`src/rtl/hazard_stall_controller_pkg.sv`:
```
// Shared pipeline definitions for the stall/flush sequencer: divider
// handshake FSM encoding, RV32M divide funct3 codes and the NOP bubble word.
package hazard_stall_controller_pkg;

    typedef enum logic {
        IDLE    = 1'b0,
        MD_WAIT = 1'b1
    } md_state_t;

    // RV32M funct3 codes that select the multi-cycle divider path
    localparam logic [2:0] F3_DIV  = 3'b100;
    localparam logic [2:0] F3_DIVU = 3'b101;
    localparam logic [2:0] F3_REM  = 3'b110;
    localparam logic [2:0] F3_REMU = 3'b111;

    // addi x0, x0, 0 -- what a flushed pipeline register holds
    localparam logic [31:0] NOP_BUBBLE = 32'h0000_0013;

    // True for any of DIV/DIVU/REM/REMU given an OP-opcode, MULDIV funct7 instruction
    function automatic logic is_div_funct3(input logic [2:0] funct3);
        return (funct3 == F3_DIV) || (funct3 == F3_DIVU) ||
               (funct3 == F3_REM) || (funct3 == F3_REMU);
    endfunction

endpackage

```
`src/rtl/hazard_loaduse_detect.sv`:
```
// Combinational load-use comparator: flags when the ID instruction reads a
// register that the load currently in EX has not yet produced. x0 never hazards.
module hazard_loaduse_detect
    import hazard_stall_controller_pkg::*;
(
    input  logic [4:0] id_rs1,
    input  logic [4:0] id_rs2,
    input  logic       id_uses_rs1,
    input  logic       id_uses_rs2,
    input  logic [4:0] ex_rd,
    input  logic       ex_wb_load,
    output logic       load_use
);

    logic rs1_hit;
    logic rs2_hit;

    assign rs1_hit = id_uses_rs1 && (id_rs1 == ex_rd);
    assign rs2_hit = id_uses_rs2 && (id_rs2 == ex_rd);

    // Only a real load targeting a non-zero register can create the hazard
    always_comb begin
        load_use = ex_wb_load && (ex_rd != 5'd0) && (rs1_hit || rs2_hit);
    end

endmodule

```
`src/rtl/hazard_stall_controller.sv`:
```
// Central stall/flush sequencer for the 5-stage RV32IM pipeline. Controls
// PC, IF/ID, ID/EX and EX/MEM, freezes the pipe while the divider works,
// and keeps stall/flush performance counters.
module hazard_stall_controller
    import hazard_stall_controller_pkg::*;
#(
    parameter int MD_TIMEOUT = 64,
    parameter int CNT_W      = 32
) (
    input  logic             clk,
    input  logic             rst,
    input  logic [4:0]       id_rs1,
    input  logic [4:0]       id_rs2,
    input  logic             id_uses_rs1,
    input  logic             id_uses_rs2,
    input  logic [4:0]       ex_rd,
    input  logic             ex_wb_load,
    input  logic             ex_is_div,
    input  logic             ex_branch_taken,
    input  logic             md_done,
    output logic             pc_en,
    output logic             if_id_en,
    output logic             if_id_flush,
    output logic             id_ex_en,
    output logic             id_ex_flush,
    output logic             ex_mem_bubble,
    output logic             md_start,
    output logic             md_busy,
    output logic             md_error,
    output logic [CNT_W-1:0] stall_cnt,
    output logic [CNT_W-1:0] flush_cnt
);

    // Timeout counter only ever needs to hold MD_TIMEOUT-1
    localparam int               TMO_W    = (MD_TIMEOUT > 1) ? $clog2(MD_TIMEOUT) : 1;
    localparam logic [TMO_W-1:0] TMO_LAST = TMO_W'(MD_TIMEOUT - 1);

    md_state_t        state;
    md_state_t        state_next;
    logic [TMO_W-1:0] tmo_cnt;
    logic [TMO_W-1:0] tmo_next;
    logic             err_set;
    logic             freeze;
    logic             load_use;

    hazard_loaduse_detect u_loaduse (
        .id_rs1      (id_rs1),
        .id_rs2      (id_rs2),
        .id_uses_rs1 (id_uses_rs1),
        .id_uses_rs2 (id_uses_rs2),
        .ex_rd       (ex_rd),
        .ex_wb_load  (ex_wb_load),
        .load_use    (load_use)
    );

    // FSM state and divider timeout counter
    always_ff @(posedge clk or posedge rst) begin
        if (rst) begin
            state   <= IDLE;
            tmo_cnt <= '0;
        end else begin
            state   <= state_next;
            tmo_cnt <= tmo_next;
        end
    end

    // Next state plus zero-latency pipeline controls; freeze beats branch beats load-use
    always_comb begin
        state_next    = state;
        tmo_next      = tmo_cnt;
        err_set       = 1'b0;
        freeze        = 1'b0;
        md_start      = 1'b0;
        pc_en         = 1'b1;
        if_id_en      = 1'b1;
        id_ex_en      = 1'b1;
        if_id_flush   = 1'b0;
        id_ex_flush   = 1'b0;
        ex_mem_bubble = 1'b0;
        md_busy       = (state == MD_WAIT);

        case (state)
            IDLE: begin
                if (ex_is_div) begin
                    freeze     = 1'b1;
                    md_start   = 1'b1;
                    state_next = MD_WAIT;
                    tmo_next   = '0;
                end
            end
            MD_WAIT: begin
                if (md_done) begin
                    state_next = IDLE;
                end else if (tmo_cnt == TMO_LAST) begin
                    err_set    = 1'b1;
                    state_next = IDLE;
                end else begin
                    freeze   = 1'b1;
                    tmo_next = tmo_cnt + TMO_W'(1);
                end
            end
        endcase

        if (freeze) begin
            pc_en         = 1'b0;
            if_id_en      = 1'b0;
            id_ex_en      = 1'b0;
            ex_mem_bubble = 1'b1;
        end else if (ex_branch_taken) begin
            if_id_flush = 1'b1;
            id_ex_flush = 1'b1;
        end else if (load_use) begin
            pc_en       = 1'b0;
            if_id_en    = 1'b0;
            id_ex_flush = 1'b1;
        end

        if (rst) begin
            state_next    = IDLE;
            tmo_next      = '0;
            err_set       = 1'b0;
            md_start      = 1'b0;
            md_busy       = 1'b0;
            pc_en         = 1'b1;
            if_id_en      = 1'b1;
            id_ex_en      = 1'b1;
            if_id_flush   = 1'b0;
            id_ex_flush   = 1'b0;
            ex_mem_bubble = 1'b0;
        end
    end

    // Sticky divider-timeout flag and wrapping performance counters
    always_ff @(posedge clk or posedge rst) begin
        if (rst) begin
            md_error  <= 1'b0;
            stall_cnt <= '0;
            flush_cnt <= '0;
        end else begin
            md_error <= md_error | err_set;
            if (!pc_en) begin
                stall_cnt <= stall_cnt + CNT_W'(1);
            end
            if (if_id_flush) begin
                flush_cnt <= flush_cnt + CNT_W'(1);
            end
        end
    end

endmodule

```
`config.mk`:
```
export PLATFORM = sky130hd
export DESIGN_NAME = hazard_stall_controller
export DESIGN_NICKNAME = d
export VERILOG_FILES = /design/src/rtl/hazard_stall_controller_pkg.sv /design/src/rtl/hazard_loaduse_detect.sv /design/src/rtl/hazard_stall_controller.sv
export SDC_FILE = /design/constraint.sdc
export NUM_CORES = 1
export LEC_CHECK = 0
export CORE_UTILIZATION = 44
export DETAILED_ROUTE_END_ITERATION = 10
export HOLD_SLACK_MARGIN = 0.06
export PLACE_DENSITY = 0.76
export SYNTH_ARGS = -nofsm -noshare
export SYNTH_HDL_FRONTEND = slang
export SYNTH_SLANG_ARGS = --single-unit
```
`constraint.sdc`:
```
create_clock -name clk -period 3.6 [get_ports clk]
set_input_delay 0.54 -clock clk [delete_from_list [all_inputs] [get_ports clk]]
set_output_delay 0.54 -clock clk [all_outputs]
set_load 0.05 [all_outputs]
```
==> results of run 1 <==
==> power breakdown <==
part	internal (mW)	switching, mW	leakage, nW
registers	0.867	0.112	0.962
logic	0.208	0.366	1.07
clock network	0.390	0.308	0.106
total	1.46	0.786	2.14
==> registers in the layout, indices dropped and copies added (netlist names) <==
name,cells
flush_cnt,32
md_error,1
stall_cnt,32
state,1
tmo_cnt,6
==> cell families (layout without fill, tap and decap cells) <==
logic type               Yosys count  after routing  share of synthesized area [%]
AND/OR/NAND/NOR                  160            160                          24.82
buffers and inverters             21            127                          2.896
flip-flops                        72             72                          49.64
AO/OA/AOI/OAI                     19             19                          3.619
XOR/XNOR                          72             72                          17.37
adder cells (fa/ha/maj)            3              3                          1.034
multiplexers                       2              2                         0.6204
==> cell type report <==
class                   instances  area, um2  share of cell area (%)
multi-input cells             256       1740                   35.18
well taps                     102      127.6                   2.580
clock inverters                 7      93.84                   1.897
clock buffers                   9      123.9                   2.504
flip-flops and latches         72       1802                   36.42
repair buffers                101       1018                   20.59
inverters                      10      41.29                  0.8346
==> synth_stat cells (2+ instances only) <==
cell type	count	area share [%]
nand3_1	23	3.2
and2_1	5	0.86
and4_1	7	1.7
o21a_1	2	0.41
nor2_1	23	2.4
dfrtp_1	72	50
ha_1	3	1.0
xor2_1	26	6.3
buf_2	6	0.83
nor2b_1	6	1.0
a21oi_1	5	0.69
clkbuf_1	2	0.21
buf_6	2	0.62
nand2_1	26	2.7
o21ai_0	3	0.41
and3_1	14	2.4
nand4_2	3	1.0
nand4_1	22	3.8
nand3_2	2	0.55
a21o_1	3	0.62
nor3_1	15	2.1
nor4_1	2	0.34
or2_1	2	0.34
inv_1	10	1.0
xnor2_1	46	11
nor3_2	2	0.55
==> path summary, 6_finish.rpt <==
path                             from             to  slack [ps]  depth (start not counted)
max                          ex_rd[4]       if_id_en         520                          7
min                          md_error       md_error         470                          1
max reg2reg                tmo_cnt[0]  stall_cnt[31]        1330                          8
min reg2reg                  md_error       md_error         470                          1
max in group asynchronous         rst   stall_cnt[7]        2070                          3
min in group asynchronous         rst          state         790                          2
==> routing by layer <==
metal,share of wire [%],global-route usage [%]
met5,0,0
met4,1.4,8.077
met3,5.9,5.829
met2,48,33.03
met1,45,26.29
==> worst register-to-register path: cells and delay by family, from the launching register on <==
kind                     cells  cell delay [ps]
flip-flops                   1              390
XOR/XNOR                     1              130
AND/OR/NAND/NOR              3              750
buffers and inverters        1              250
AO/OA/AOI/OAI                2              450
adder cells (fa/ha/maj)      1              210
==> metrics.txt, run 1 <==
status=completed; Setup Buffers After CTS=0; Place WS=510.9 ps; sequential fraction of the synthesis area=49.64%; initial antenna violation count=0; Crit-path slowest cell=o41ai_2; DR iter-0 viols=136; setup TNS after final layout=0 ps; DR DRC count=0; number of buffers created by CTS=9; # hold bufs at CTS=0; Mean Syn Cell Area=10.40 um2; Setup crit start kind=input pin; clock latency on the worst-skew pair=340 ps; Crit. End Element=output pin; crit-path max cell delay=540 ps; post-route antenna net violation count=0; fin cells=557; number of global-route vias before repair=2876; Rel. slew slack=64.04%; Max FO, Critical Path=4; DIE WIDTH=92.83 um; Root Buffer=clkbuf_8; final period utilization=85.51%; grt total ovfl=0; Final Hold Viols=0; max-slew violations=0; Top delay family on crit path=buffers and inverters; unrepaired setup endpoints after global routing=false; fin util=63.04%; clock sink count=72; n_diodes=0; FMAX=324.8 MHz; Synth Cell Area=3630 um2; total power=2.250 mW; H-tree Lvls=3; post-route minimum period=3078 ps; layout net count=476; Core Box Area=7848 um2; vias per cell=5.296; most frequent cells in the layout=89 x clkdlybuf4s50_1, 72 x dfrtp_1, 46 x xnor2_1; num ports=96; post-synthesis async set-or-reset flop share=100.0%; first-pass GRT wire length=13.83 mm; Initial Utilization=46.25%; Final WS setup=521.6 ps; commonest non-fill, non-tap cell in the layout=clkdlybuf4s50_1; P_leak=2.137 nW; Bufs on Longest Clock Path=2; Worst Path Buf+Inv=3; Max VDD drop=0.3008 mV; design area=4947 um2; slew of the pin with the lowest slew margin=537.7 ps; share of layout cells above drive strength 1=9.890%; hpwl dp=6.040 mm; Total GRT Usage=20.60%; Gate Count Post-Synth=349; Port Buf Inserts=95; power density cells=454.8 nW/um2; Post-Place Cells=541; via count=2950; count of final setup violators=0; Max-cap violations=0; GPL Wtd Cong=0.8271; Fillers=660; Worst EP arrival=2540 ps; Main synth FF type=dfrtp_1; Worst-path clk slew=80 ps; row count=32; Die Y=92.83 um; clk_skew=16.59 ps; WHS=468.1 ps; Synth Net Count=375; Area Overhead vs Synth=36.30%; Req. time, crit path=3060 ps; WL/cell=14.59 um; number of synthesized flops with an enable pin=0; CP Class=input pin to output pin; final wirelength=8.126 mm; Die ar.=8616 um2; post_cts resized=0; CTS tree=done; cell area after placement=4730 um2; Worst Hold Class=flop to flop; first drt pass iteration count=4; Netlist cell types=43; synth warn=0; largest net degree at the start of global routing=39; crit-path cells=clkdlybuf4s50_1 > xor2_1 > nor4_1 > a32oi_1 > o41ai_2 > inv_2 > buf_12; FF+latch count, synth=72
No activity file was read; power rests on OpenSTA's default activity.
==> inputs of run 2 (changes only) <==
--- a/config.mk
+++ b/config.mk
@@ -8,6 +8,7 @@
 export CORE_UTILIZATION = 44
 export DETAILED_ROUTE_END_ITERATION = 10
 export HOLD_SLACK_MARGIN = 0.06
+export MAX_ROUTING_LAYER = met4
 export PLACE_DENSITY = 0.76
 export SYNTH_ARGS = -nofsm -noshare
 export SYNTH_HDL_FRONTEND = slang
==> metrics.txt, run 2 (synthesis gave the netlist of run 1 again) <==
Place WS=510.9 ps; Area Overhead vs Synth=36.30%; Final Hold Viols=0; P_leak=2.137 nW; WP depth=7; hpwl dp=6.040 mm; WHS=468.1 ps; post-route antenna net violation count=0; DR DRC count=0; Fillers=660; Crit. End Element=output pin; row count=32; Max-cap violations=0; H-tree Lvls=3; power density cells=454.7 nW/um2; via count=2937; Setup Buffers After CTS=0; DR iter-0 viols=142; layout net count=476; final period utilization=85.51%; total power=2.250 mW; crit-path cells=clkdlybuf4s50_1 > xor2_1 > nor4_1 > a32oi_1 > o41ai_2 > inv_2 > buf_12; post_cts resized=0; most frequent cells in the layout=89 x clkdlybuf4s50_1, 72 x dfrtp_1, 46 x xnor2_1; count of final setup violators=0; Die ar.=8616 um2; # hold bufs at CTS=0; first drt pass iteration count=4; max-slew violations=0; number of global-route vias before repair=2870; clk_skew=16.79 ps; num ports=96; post-route minimum period=3078 ps; Req. time, crit path=3060 ps; Worst EP arrival=2540 ps; Worst Hold Class=flop to flop; DIE WIDTH=92.83 um; initial antenna violation count=0; Bufs on Longest Clock Path=2; design area=4947 um2; Core Box Area=7848 um2; Worst Path Buf+Inv=3; R2R depth=8; setup TNS after final layout=0 ps; commonest non-fill, non-tap cell in the layout=clkdlybuf4s50_1; crit-path max cell delay=540 ps; Max VDD drop=0.3006 mV; Die Y=92.83 um; GPL Wtd Cong=0.8396; largest net degree at the start of global routing=39; vias per cell=5.273; clock sink count=72; Root Buffer=clkbuf_8; Largest regs=flush_cnt x32, stall_cnt x32, tmo_cnt x6; slew of the pin with the lowest slew margin=537.2 ps; CTS tree=done; Crit-path slowest cell=o41ai_2; clock latency on the worst-skew pair=340 ps; Total GRT Usage=21.07%; Initial Utilization=46.25%; final wirelength=8.099 mm; Setup crit start kind=input pin; Max FO, Critical Path=4; unrepaired setup endpoints after global routing=false; FMAX=324.9 MHz; n_diodes=0; Worst-path clk slew=80 ps; CP Class=input pin to output pin; number of buffers created by CTS=9; Rel. slew slack=64.07%; WL/cell=14.54 um; status=completed; Port Buf Inserts=95; hold depth=1; cell area after placement=4730 um2; Top delay family on crit path=buffers and inverters; first-pass GRT wire length=13.81 mm; Final WS setup=521.7 ps; share of layout cells above drive strength 1=9.890%; grt total ovfl=0
## run 2: stage by stage
| stage | cells | util, % |
|---|---|---|
| 6_report | 557 | 63.04 |
| 5_1_grt | 557 | 63.04 |
| 4_1_cts | 557 | 63.04 |
| 3_5_place_dp | 541 | 60.27 |
| 3_3_place_gp | 541 | 60.27 |
| 2_1_floorplan | 349 | - |
## run 2: worst paths after layout
path                       startpoint             to  slack (ps)
setup / recovery             ex_rd[4]       if_id_en         520
hold / removal               md_error       md_error         470
setup reg to reg           tmo_cnt[0]  stall_cnt[31]        1340
hold reg to reg              md_error       md_error         470
max in group asynchronous         rst   stall_cnt[7]        2070
min in group asynchronous         rst          state         780
## run 2: layout make-up
type / count / area [um2] / area share (%)
flip-flops and latches: 72 / 1802 / 36.42
clock buffers: 9 / 123.9 / 2.504
multi-input cells: 256 / 1740 / 35.18
inverters: 10 / 41.29 / 0.8346
repair buffers: 101 / 1018 / 20.59
well taps: 102 / 127.6 / 2.580
clock inverters: 7 / 93.84 / 1.897
## run 2: routing by layer
| metal | GRT usage, % | vias up | part of all wire (%) |
|---|---|---|---|
| li1 | - | 1414 | - |
| met1 | 26.72 | 1422 | 46 |
| met2 | 32.97 | 90 | 48 |
| met3 | 4.762 | 11 | 5.3 |
| met4 | 8.077 | 0 | 1.1 |
| met5 | - | - | 0 |
## run 2: power by group
| part | leakage, nW | internal [mW] | switching, mW | total, mW |
|---|---|---|---|---|
| logic | 1.07 | 0.208 | 0.366 | 0.573 |
| clock network | 0.106 | 0.390 | 0.308 | 0.698 |
| registers | 0.962 | 0.867 | 0.112 | 0.979 |
==> inputs of run 3 (changes only) <==
--- a/config.mk
+++ b/config.mk
@@ -5,6 +5,7 @@
 export SDC_FILE = /design/constraint.sdc
 export NUM_CORES = 1
 export LEC_CHECK = 0
+export CORE_MARGIN = 4
 export CORE_UTILIZATION = 44
 export DETAILED_ROUTE_END_ITERATION = 10
 export HOLD_SLACK_MARGIN = 0.06
==> metrics.txt, run 3 (synthesis gave the netlist of run 1 again) <==
WHS=473.1 ps; Die Y=98.83 um; DR DRC count=0; Die ar.=9766 um2; Final Hold Viols=0; DIE WIDTH=98.83 um; Post-Place Cells=540; Initial Utilization=46.02%; vias per cell=5.252; met1 usage=23.93%; first-pass GRT wire length=13.75 mm; number of global-route vias before repair=2890; Max FO, Critical Path=13; DR iter-0 viols=62; Req. time, crit path=3060 ps; clock latency on the worst-skew pair=330 ps; Port Buf Inserts=95; clock sink count=72; max-slew violations=0; fin cells=555; P_leak=2.161 nW; final wirelength=8.086 mm; unrepaired setup endpoints after global routing=false; setup TNS after final layout=0 ps; Crit. End Element=output pin; Max-cap violations=0; layout net count=475; Rel. slew slack=64.88%; routing usage on met2=26.65%; Worst Hold Class=flop to flop; Total GRT Usage=17.73%; first drt pass iteration count=4; slew of the pin with the lowest slew margin=525.1 ps; n_diodes=0; H-tree Lvls=3; Worst-path clk slew=70 ps; WL/cell=14.57 um; status=completed; Setup crit start kind=input pin; initial antenna violation count=0; grt total ovfl=0; Top Usage Layer GRT=met2; post-route antenna net violation count=0; power density cells=479.6 nW/um2; Bufs on Longest Clock Path=2; most frequent cells in the layout=89 x clkdlybuf4s50_1, 72 x dfrtp_1, 46 x xnor2_1; num ports=96; row count=32; final period utilization=81.61%; largest net degree at the start of global routing=40; FMAX=340.4 MHz; hpwl dp=6.040 mm; count of final setup violators=0; Largest regs=flush_cnt x32, stall_cnt x32, tmo_cnt x6; CP Class=input pin to output pin; met3 Track Usage GR=3.892%; via count=2915; design area=4989 um2; post-route minimum period=2938 ps; share of layout cells above drive strength 1=9.492%; commonest non-fill, non-tap cell in the layout=clkdlybuf4s50_1; Root Buffer=clkbuf_8; cell area after placement=4722 um2; Core Box Area=7888 um2; post_cts resized=0; number of buffers created by CTS=9; Worst EP arrival=2400 ps; Setup Buffers After CTS=0; Area Overhead vs Synth=37.44%; GPL Wtd Cong=0.8341; # hold bufs at CTS=0; clk_skew=11.36 ps; CTS tree=done; Max VDD drop=0.4521 mV
[run 3: changes by cell type in the layout (fill, tap and decap cells not counted)]
cell	delta
buf_4	-1
clkinv_4	+1
clkinvlp_4	-2
inv_6	-1
clkinv_2	-2
clkbuf_8	+1
bufinv_16	+2
[run 3: critical path, stage by stage]
cell	delay, ps
clkdlybuf4s50_1	750
clkinvlp_4	410
o21ai_4	190
o41ai_2	100
buf_4	170
inv_2	100
buf_12	140
[run 3: per-stage QoR]
stage	setup WS [ps]	power, mW	utilization [%]
after floorplan	2.033	1.352	-
after global placement	663.5	1.561	59.87
after detailed placement	525.2	1.565	59.87
after CTS	648.5	2.407	63.25
after global routing	511.3	2.498	63.25
final	662.1	2.393	63.25
[run 3: path summary, 6_finish.rpt]
| kind | startpoint | to | slack [ps] | cells after the start |
|---|---|---|---|---|
| worst min-delay path | flush_cnt[31] | flush_cnt[31] | 470 | 1 |
| worst max register to register | tmo_cnt[0] | stall_cnt[24] | 1350 | 8 |
| worst min register to register | flush_cnt[31] | flush_cnt[31] | 470 | 1 |
| max in group asynchronous | rst | stall_cnt[9] | 2030 | 3 |
| min in group asynchronous | rst | md_error | 820 | 2 |
| worst max-delay path | rst | pc_en | 660 | 7 |
[run 3: where the power goes]
part | switching (mW) | internal (mW) | leakage, nW | total [mW]
logic | 0.366 | 0.208 | 1.07 | 0.573
registers | 0.108 | 0.867 | 0.962 | 0.975
clock network | 0.297 | 0.547 | 0.133 | 0.844
total | 0.771 | 1.62 | 2.16 | 2.39
[run 3: area by class of cell]
cell class                      count  area (um2)
Inverter                           10       41.29
Fill cell                         637        2899
Multi-Input combinational cell    256        1740
Sequential cell                    72        1802
Clock inverter                      5       128.9
Timing Repair Buffer              100        1011
Tap cell                          102       127.6
Clock buffer                       10       137.6
[run 3: routing by layer]
| layer | share of wire (%) | wire, um |
|---|---|---|
| met5 | 0 | 0 |
| met2 | 46 | 3709 |
| met1 | 47 | 3761 |
| met3 | 6.6 | 537 |
| met4 | 0.96 | 78 |
